===== src/rtl/dmem_dump.sv =====
// dmem_dump: reads data memory 0..DEPTH-1 and streams each word out; DMEM_DUMP_CHECKSUM_EN appends a mod-2^DATA_W sum word.
// Latency: first o_valid 3 cycles after start is accepted, then 3 cycles per word with i_ready held high.
// Backpressure: SEND/CSUM hold every output while i_ready=0; each stalled cycle adds exactly one cycle.
module dmem_dump #(
    parameter int DEPTH  = 16,
    parameter int ADDR_W = 4,
    parameter int DATA_W = 8
) (
    input  logic              i_clk,
    input  logic              i_reset,
    input  logic              i_start,
    output logic              o_busy,
    output logic              o_done,
    output logic              o_mem_en,
    output logic [ADDR_W-1:0] o_mem_addr,
    input  logic [DATA_W-1:0] i_mem_rdata,
    output logic              o_valid,
    input  logic              i_ready,
    output logic [DATA_W-1:0] o_data,
    output logic [ADDR_W-1:0] o_addr,
    output logic              o_last,
    output logic              o_is_csum
);

`ifdef DMEM_DUMP_CHECKSUM_EN
    typedef enum logic [2:0] {IDLE, READ, CAPT, SEND, CSUM, DONE} state_t;
`else
    typedef enum logic [2:0] {IDLE, READ, CAPT, SEND, DONE} state_t;
`endif

    state_t              state, state_nxt;
    logic [ADDR_W-1:0]   cnt, cnt_nxt;
    logic [DATA_W-1:0]   data_q, data_nxt;
    logic                last_word;

`ifdef DMEM_DUMP_CHECKSUM_EN
    logic [DATA_W-1:0]   sum_q, sum_nxt;
`endif

    assign last_word = (cnt == ADDR_W'(DEPTH - 1));

    always_ff @(posedge i_clk) begin
        if (i_reset) begin
            state  <= IDLE;
            cnt    <= '0;
            data_q <= '0;
        end else begin
            state  <= state_nxt;
            cnt    <= cnt_nxt;
            data_q <= data_nxt;
        end
    end

`ifdef DMEM_DUMP_CHECKSUM_EN
    always_ff @(posedge i_clk) begin
        if (i_reset) begin
            sum_q <= '0;
        end else begin
            sum_q <= sum_nxt;
        end
    end
`endif

    always_comb begin
        state_nxt  = state;
        cnt_nxt    = cnt;
        data_nxt   = data_q;
`ifdef DMEM_DUMP_CHECKSUM_EN
        sum_nxt    = sum_q;
`endif
        o_busy     = (state != IDLE);
        o_done     = 1'b0;
        o_mem_en   = 1'b0;
        o_mem_addr = '0;
        o_valid    = 1'b0;
        o_data     = '0;
        o_addr     = '0;
        o_last     = 1'b0;
        o_is_csum  = 1'b0;

        case (state)
            IDLE: begin
                if (i_start) begin
                    cnt_nxt   = '0;
`ifdef DMEM_DUMP_CHECKSUM_EN
                    sum_nxt   = '0;
`endif
                    state_nxt = READ;
                end
            end
            READ: begin
                o_mem_en   = 1'b1;
                o_mem_addr = cnt;
                state_nxt  = CAPT;
            end
            CAPT: begin
                // Read data is only valid in the cycle after the enable.
                data_nxt  = i_mem_rdata;
`ifdef DMEM_DUMP_CHECKSUM_EN
                sum_nxt   = sum_q + i_mem_rdata;
`endif
                state_nxt = SEND;
            end
            SEND: begin
                o_valid = 1'b1;
                o_data  = data_q;
                o_addr  = cnt;
`ifdef DMEM_DUMP_CHECKSUM_EN
                o_last  = 1'b0;
`else
                o_last  = last_word;
`endif
                if (i_ready) begin
                    if (last_word) begin
`ifdef DMEM_DUMP_CHECKSUM_EN
                        state_nxt = CSUM;
`else
                        state_nxt = DONE;
`endif
                    end else begin
                        cnt_nxt   = cnt + ADDR_W'(1);
                        state_nxt = READ;
                    end
                end
            end
`ifdef DMEM_DUMP_CHECKSUM_EN
            CSUM: begin
                o_valid   = 1'b1;
                o_data    = sum_q;
                o_addr    = '0;
                o_last    = 1'b1;
                o_is_csum = 1'b1;
                if (i_ready) begin
                    state_nxt = DONE;
                end
            end
`endif
            DONE: begin
                o_done    = 1'b1;
                state_nxt = IDLE;
            end
            default: begin
                state_nxt = IDLE;
            end
        endcase
    end

endmodule

===== config.mk =====
export PLATFORM = sky130hd
export DESIGN_NAME = dmem_dump
export DESIGN_NICKNAME = d
export VERILOG_FILES = /design/src/rtl/dmem_dump.sv
export SDC_FILE = /design/constraint.sdc
export NUM_CORES = 1
export LEC_CHECK = 0
export ABC_AREA = 1
export CAP_MARGIN = 10
export CORE_MARGIN = 1
export CORE_UTILIZATION = 44
export DETAILED_ROUTE_END_ITERATION = 8
export GPL_ROUTABILITY_DRIVEN = 0
export PLACE_DENSITY = 0.92
export SYNTH_ARGS = -nofsm -noshare
export SYNTH_HDL_FRONTEND = slang
export SYNTH_SLANG_ARGS = --single-unit

===== constraint.sdc =====
create_clock -name i_clk -period 2 [get_ports i_clk]
set_clock_uncertainty 0.1 [all_clocks]
set_input_delay 0.3 -clock i_clk [delete_from_list [all_inputs] [get_ports i_clk]]
set_output_delay 0.3 -clock i_clk [all_outputs]
set_load 0.1 [all_outputs]

; Yosys cells after proc, flatten, opt, wreduce, memory -nomap -nowiden
; Index checks and enable logic that the tools add are counted.
[classes]
add_sub_neg = 1
n_eq_ne = 8
muxes = 15
reduce_logical = 5
[ops]
columns = op, n
row1 = $mux 4, 5
row2 = $pmux 3 s4, 1
row3 = $mux 3, 3
row4 = $mux 8, 1
row5 = $pmux 4 s2, 1
row6 = $eq 3x2->1 const B, 2
row7 = $ne 2x2->1 const B, 3
row8 = $add 4x1->4 const B, 1
row9 = $eq 4x4->1 const B, 1
row10 = $mux 1, 4
row11 = $reduce_and 4->1, 1
row12 = $eq 3x1->1 const B, 1
row13 = $eq 3x3->1 const B, 1
row14 = $logic_not 3->1, 1
row15 = $reduce_bool 3->1, 1
row16 = $reduce_and 2->1, 1
row17 = $reduce_bool 2->1, 1
[totals]
reg_bits = 15
in_bits = 12
out_inout_bits = 22
wordCells = 32

; Depth between registers and ports, before layout
; Gate-level depths: netlist of run 1.
[depth]
ltp_word = 4
ltp_mapped = 9
depth_no_buf = 9

; Least setup slack after synthesis of run 1
; Ideal clock, no wire load.
[synth_path]
path_kind = reg-to-output
from = register state[2]
to = output port o_done
arrival_ns = 2.513
required_time_ns = 1.600
path_slack_ns = -0.913
stages_incl_launch_ff = 3
path_buffers = 0
path_cell_list = dfxtp_1 inv_2 nor3_1
[synth_via]
elab_chain_cells = 2
[synth_lines]
columns = item, line
row1 = "start, declared", 31  ; state_t state, state_nxt;
row2 = "start signal, assigned", 48  ; state <= state_nxt;
row3 = $eq 3x3->1, 81  ; case (state)
row4 = $mux 1, 81
row5 = "end, declared", 13  ; output logic o_done,
; No other way between the ends.

; Worst setup path in the final report of run 1
[layout_path]
from = register state[0]
to = output port o_mem_addr[0]
[layout_via]
elab_chain_cells = 2
[layout_lines]
columns = item, line
row1 = $eq 3x1->1, 81
row2 = $mux 4, 81
row3 = "end, declared", 15  ; output logic [ADDR_W-1:0] o_mem_addr,
; No other way between the ends.

==> flow_summary_export.csv, run 1 <==
group,metric,value,unit
critical_path,end_kind,"primary output",
floorplanning,die_area,0.00196,mm²
clock_network,clock-root-buffer,"clkbuf_4",
critical_path,crit_family,"simple AND/OR/NAND/NOR gates",
flow_run,drv_cap,0,
yosys,synth_top_area_cell,"dfxtp_1",
timing,maxSlewViolCount,0,
critical_path,crit_arrival,1.52,ns
yosys,synthesis.nets,131,
grt,globalRouteMet2Util,40.9,%
timing,timing.hold.ws,0.359,ns
place,dpl.hpwl,1.59,mm
final_layout,nNetsFinal,164,
clock_network,cts.reportedPaths.clkPinSlew,0.09,ns
grt,gr-usage-all-layers,21.0,%
timing,finalHoldViolations,0,
yosys,netlist_area,785,µm²
floorplanning,die_w,44.2,µm
grt,busiest_layer,"met2",
floorplanning,ios,34,
yosys,yosysWarningCount,0,
critical_path,crit_chain,"nand3_1 -> nor2_2 -> buf_12",
grt,grt_pass1_wl,3.11,mm
clock_network,hold_buffers,0,
critical_path,critPathKind,"register to primary output",
critical_path,r2r_cells,8,
final_layout,area_growth,75.4,%
power_and_ir_drop,worst_ir_drop_vdd,0.625,mV
grt,grt.met1_usage,22.1,%
yosys,ys_seq_area_share,38.3,%
yosys,syn_inst,118,
status,violations,"design-rule violations",
detailed_routing,avgViaCountPerCell,5.19,
timing,layout_min_cycle_time,1.92,ns
worst_hold_path,whs_path_depth,2,
clock_network,cts_htree_levels,1,
detailed_routing,vias,861,
critical_path,worst_ep_required_time,1.60,ns
grt,use_met3,2.45,%
grt,grt_pass1_vias,805,
critical_path,cp_slowest_stage_delay,0.51,ns
final_layout,post-route-util,87.3,%
floorplanning,start_util,49.8,%
clock_network,clock-sinks,15,
critical_path,crit_buf_inv,1,
status,outcome,"finished, violations left",
timing,setup-violations-final,0,
yosys,ys_ff_latch,15,
place,io_buffers,32,
critical_path,worstSetupStartpointType,"register",
critical_path,cp.depth,3,
detailed_routing,drt_wl_total,2.01,mm
worst_hold_path,hp-class,"register to register",
yosys,syn_avg_cell_area,6.65,µm²
floorplanning,core,0.00158,mm²
final_layout,stdcell_area,0.00138,mm²
yosys,ys_types,23,
clock_network,worstSkewPairLatency,0.28,ns
yosys,synthArstFlopShare,0,%
place,postPlaceCellArea,0.00134,mm²
detailed_routing,drt_first_pass_iters,7,
yosys,synth-edff-count,0,
critical_path,cp_max_fo,6,
grt,grt_max_degree,18,
yosys,netlist.area_leader.share,38.3,%
critical_path,cpMaxStageDelayCell,"dfxtp_1",
yosys,netlist_top_cells_area,"dfxtp_1 (38%), nor2_1 (11%), inv_1 (9.1%), a21oi_1 (7.0%), nand2_1 (6.7%)",
yosys,synth-main-ff-cell,"dfxtp_1",
clock_network,clock_path_buffers,2,
timing,rsz0062_at_grt,"false",
place,dp.cells,162,
detailed_routing,drc_errors,2,
power_and_ir_drop,leakagePower,0.551,nW
grt,antenna_found_initial,0,
final_layout,drive_gt1_share,28.0,%
final_layout,instances_no_fill,166,
clock_network,cts_tree,"built",
detailed_routing,wl_per_cell,12.1,µm
grt,grt_overflow_total,0,
timing,fin_crit_sh,96.2,%
detailed_routing,first_iter_violations,19,
power_and_ir_drop,p_per_area,679,mW/mm²
timing,max_freq,520,MHz
final_layout,antenna_cells,0,
floorplanning,die_h,44.2,µm
floorplanning,num_rows,14,
clock_network,cts_buffers,3,
detailed_routing,ant_nets,0,
[power by group]
part	leakage [nW]	switching (W)	total [W]	internal [W]
Sequential	0.123	0.0000281	0.000364	0.000336
Clock	0.0177	0.0000967	0.000171	0.0000742
Combinational	0.411	0.000267	0.000399	0.000132
[tightest hold or removal path, stage by stage (launching register included)]
cell     delay, ns
dfxtp_1       0.31
inv_1         0.06
a21oi_1       0.05
[metrics by stage]
| stage | setup slack [ns] | setup TNS, ns | power [W] |
|---|---|---|---|
| after floorplan | -0.455 | -5.10 | 0.000637 |
| after global placement | 0.401 | 0 | 0.000748 |
| after detailed placement | 0.325 | 0 | 0.000765 |
| after CTS | 0.00693 | 0 | 0.000932 |
| after global routing | 0.0137 | 0 | 0.000977 |
| final | 0.0765 | 0 | 0.000934 |
[final timing paths]
path | end | slack (ns) | from
min reg2reg | data_q[5] | 0.36 | data_q[5]
max | o_mem_addr[0] | 0.08 | state[0]
min | data_q[5] | 0.36 | data_q[5]
max reg2reg | cnt[0] | 0.46 | state[0]
[synthesized netlist by cell type (2+ instances only)]
cell	number
dfxtp_1	15
nor2_4	2
nand3_1	3
nand2_2	4
inv_1	19
a21oi_1	11
o21ai_0	10
nand2_1	14
nor2_1	24
nor3_1	2
clkbuf_1	2
[logic make-up (layout without fill, tap and decap cells)]
logic type,after synthesis,count (layout),share of synthesized area [%]
other,1,1,0.478
AO/OA/AOI/OAI,23,23,14.8
adder cells (fa/ha/maj),1,1,1.59
AND/OR/NAND/NOR,54,54,32.7
flip-flops,15,15,38.3
buffers and inverters,24,56,12.1
[repair_timing]
item | in CTS | in global routing
setup endpoints to repair | 0 | 13
endpoints found under the hold margin | 0 | 0
resized for setup | 0 | 2
setup buffers | 0 | 0
[layer usage]
| layer | wire [µm] | part of all wire [%] |
|---|---|---|
| met4 | 10 | 0.50 |
| met5 | 0 | 0 |
| met1 | 770 | 38 |
| met2 | 1080 | 54 |
| met3 | 140 | 7.0 |
[layout make-up]
type / instances / area (µm²)
sequential: 15 / 300
clock inverter: 1 / 5.00
timing repair buffer: 32 / 531
clock buffer: 3 / 22.5
tap: 16 / 20.0
fill: 80 / 200
inverter: 20 / 78.8
multi-input combinational: 79 / 419
[flip-flops by register name, indices dropped and copies added (netlist names)]
signal,flops
data_q,8
cnt,4
state,3
[cells in the final DEF (no fill, tap or decap), drive strengths merged]
cell type | Yosys | routed
nor3b | 1 | 1
inv | 20 | 19
ha | 1 | 1
o21ai | 11 | 11
dfxtp | 15 | 15
conb | 1 | 1
nand3 | 4 | 4
a31oi | 1 | 1
buf | 2 | 21
clkdlybuf4s50 | 0 | 11
nor2 | 27 | 27
a21oi | 11 | 11
nor3 | 2 | 2
clkbuf | 2 | 3
nand2 | 19 | 19
nand4 | 1 | 1
clkinvlp | 0 | 1
clkinv | 0 | 1
(Power assumes the default switching activity.)
==> run 2: changes to the inputs <==
Settings changed: TNS_END_PERCENT set to 30.
==> run 2 against run 1 <==
The run now ends clean; via count down 0.58%; sequential share of layout area up 0.37 points; critical endpoint is now o_mem_addr[1]; non-clock buffer count unchanged; clock power grew 5%; highest routed layer unchanged; total power up 0.51%; first-iteration DRC count grew 42%; combinational power down 1%; cell area shrank 1.3%; global-route usage up 1.4 points; setup slack is essentially flat.
==> flow_summary_export.csv, run 2 (synthesis results as in run 1) <==
group,metric,value,unit
clock_network,post_cts_resized,0,
power_and_ir_drop,power_frac_comb,42.0,%
critical_path,cpMaxStageDelayCell,"dfxtp_1",
final_layout,layout_commonest_cell,"nor2_1",
critical_path,critPathKind,"register to primary output",
power_and_ir_drop,switching_power,0.000397,W
timing,rsz0062_at_grt,"true",
detailed_routing,ant_nets,0,
floorplanning,die_h,44.2,µm
floorplanning,ios,34,
clock_network,clock-sinks,15,
timing,max_freq,520,MHz
flow_run,drv_cap,0,
clock_network,cts_tree,"built",
final_layout,area_growth,73.2,%
floorplanning,die_area,0.00196,mm²
critical_path,worstSetupStartpointType,"register",
final_layout,nFillCells,81,
place,io_buffers,32,
detailed_routing,drc_errors,0,
clock_network,worstSkewPairLatency,0.29,ns
detailed_routing,first_iter_violations,27,
timing,timing.hold.ws,0.364,ns
final_layout,instances_no_fill,166,
critical_path,crit_arrival,1.52,ns
final_layout,stdcell_area,0.00136,mm²
clock_network,clock_path_buffers,2,
grt,grt_pass1_wl,3.24,mm
final_layout,ff_latch_area,302,µm²
critical_path,crit_buf_inv,2,
final_layout,largest-register,"data_q",
critical_path,cp_slowest_stage_delay,0.39,ns
timing,finalHoldViolations,0,
detailed_routing,avgViaCountPerCell,5.16,
power_and_ir_drop,intPower,0.000542,W
final_layout,largestRegisters,"data_q: 8 flops, cnt: 4 flops, state: 3 flops",
grt,grt_overflow_total,0,
final_layout,largest_reg_flops,8,
timing,layout_min_cycle_time,1.92,ns
detailed_routing,vias,856,
place,dp.cells,162,
clock_network,cts_htree_levels,1,
clock_network,hold_buffers,0,
grt,grt_pass1_vias,795,
floorplanning,start_util,49.8,%
final_layout,antenna_cells,0,
critical_path,worst_ep_required_time,1.60,ns
critical_path,cp_max_fo,6,
place,dpl.hpwl,1.54,mm
final_layout,post-route-util,86.2,%
final_layout,nNetsFinal,164,
final_layout,drive_gt1_share,25.3,%
timing,tns,0,ns
power_and_ir_drop,p_per_area,691,mW/mm²
critical_path,crit_family,"simple AND/OR/NAND/NOR gates",
detailed_routing,wl_per_cell,12.0,µm
final_layout,mostFrequentLayoutCells,"nor2_1 (23), buf_12 (21), inv_1 (19)",
grt,antenna_found_initial,0,
detailed_routing,drt_first_pass_iters,6,
power_and_ir_drop,sw_frac_of_total,42.2,%
clock_network,cts_buffers,3,
detailed_routing,drt_wl_total,1.99,mm
clock_network,cts.reportedPaths.clkPinSlew,0.09,ns
final_layout,multiInputGateArea,404,µm²
power_and_ir_drop,pwr-share-clk,19.1,%
clock_network,cts_setup_buffers,0,
timing,maxSlewViolCount,0,
floorplanning,num_rows,14,
power_and_ir_drop,leakagePower,0.549,nW
power_and_ir_drop,seqPwrFrac,38.9,%
grt,gr-usage-all-layers,22.5,%
worst_hold_path,hp-class,"register to register",
clock_network,clock-root-buffer,"clkbuf_4",
status,outcome,"completed",
timing,fin_crit_sh,96.2,%
critical_path,crit_chain,"inv_1 -> nand3_1 -> nor2_1 -> buf_12",
floorplanning,die_w,44.2,µm
floorplanning,core,0.00158,mm²
timing,setup-violations-final,0,
critical_path,end_kind,"primary output",
power_and_ir_drop,worst_ir_drop_vdd,0.689,mV
grt,grt_max_degree,18,
place,postPlaceCellArea,0.00132,mm²
-- run 2: power groups by stage --
stage               combinational (W)  clock [W]  sequential [W]
detailed placement           0.000392          0        0.000368
CTS                          0.000393   0.000179        0.000361
finish                       0.000395   0.000179        0.000365
floorplan                    0.000268          0        0.000363
global route                 0.000423   0.000199        0.000371
global placement             0.000378          0        0.000365
-- run 2: area by class of cell --
cell class,instances,share of cell area (%)
timing repair buffer,32,39.0
inverter,20,5.52
clock buffer,3,1.66
tap,16,1.47
clock inverter,1,0.368
sequential,15,22.2
multi-input combinational,79,29.7
-- run 2: final timing paths --
path	from	end	slack, ns	cells past startpoint
worst max-delay path	state[1]	o_mem_addr[1]	0.08	4
worst min-delay path	data_q[3]	data_q[3]	0.36	2
worst max register to register	state[0]	data_q[6]	0.54	4
worst min register to register	data_q[3]	data_q[3]	0.36	2
-- run 2: metrics by stage --
stage | setup WS [ns] | power (W)
4_1_cts | 0.00572 | 0.000933
5_1_grt | -0.0672 | 0.000994
2_1_floorplan | -0.455 | 0.000631
3_3_place_gp | 0.389 | 0.000743
3_5_place_dp | 0.334 | 0.000760
6_report | 0.0770 | 0.000939
-- run 2: tightest hold or removal path: cells and delay by family, from the launching register on --
family,cells,cell delay [ns]
compound gates,1,0.06
buf+inv,1,0.06
flops,1,0.31
-- run 2: layer usage --
layer	vias to the layer above	GRT usage, %	share of wire (%)
met5	-	0	0
met4	0	10.3	1.7
met3	5	7.76	5.1
met2	37	36.2	51
met1	383	26.8	42
li1	431	-	-
==> run 3: changes to the inputs <==
Settings changed: CAP_MARGIN 10 to 25.
==> results of run 3 <==
Same layout as run 2: the final DEF is identical, and so are final timing and power.
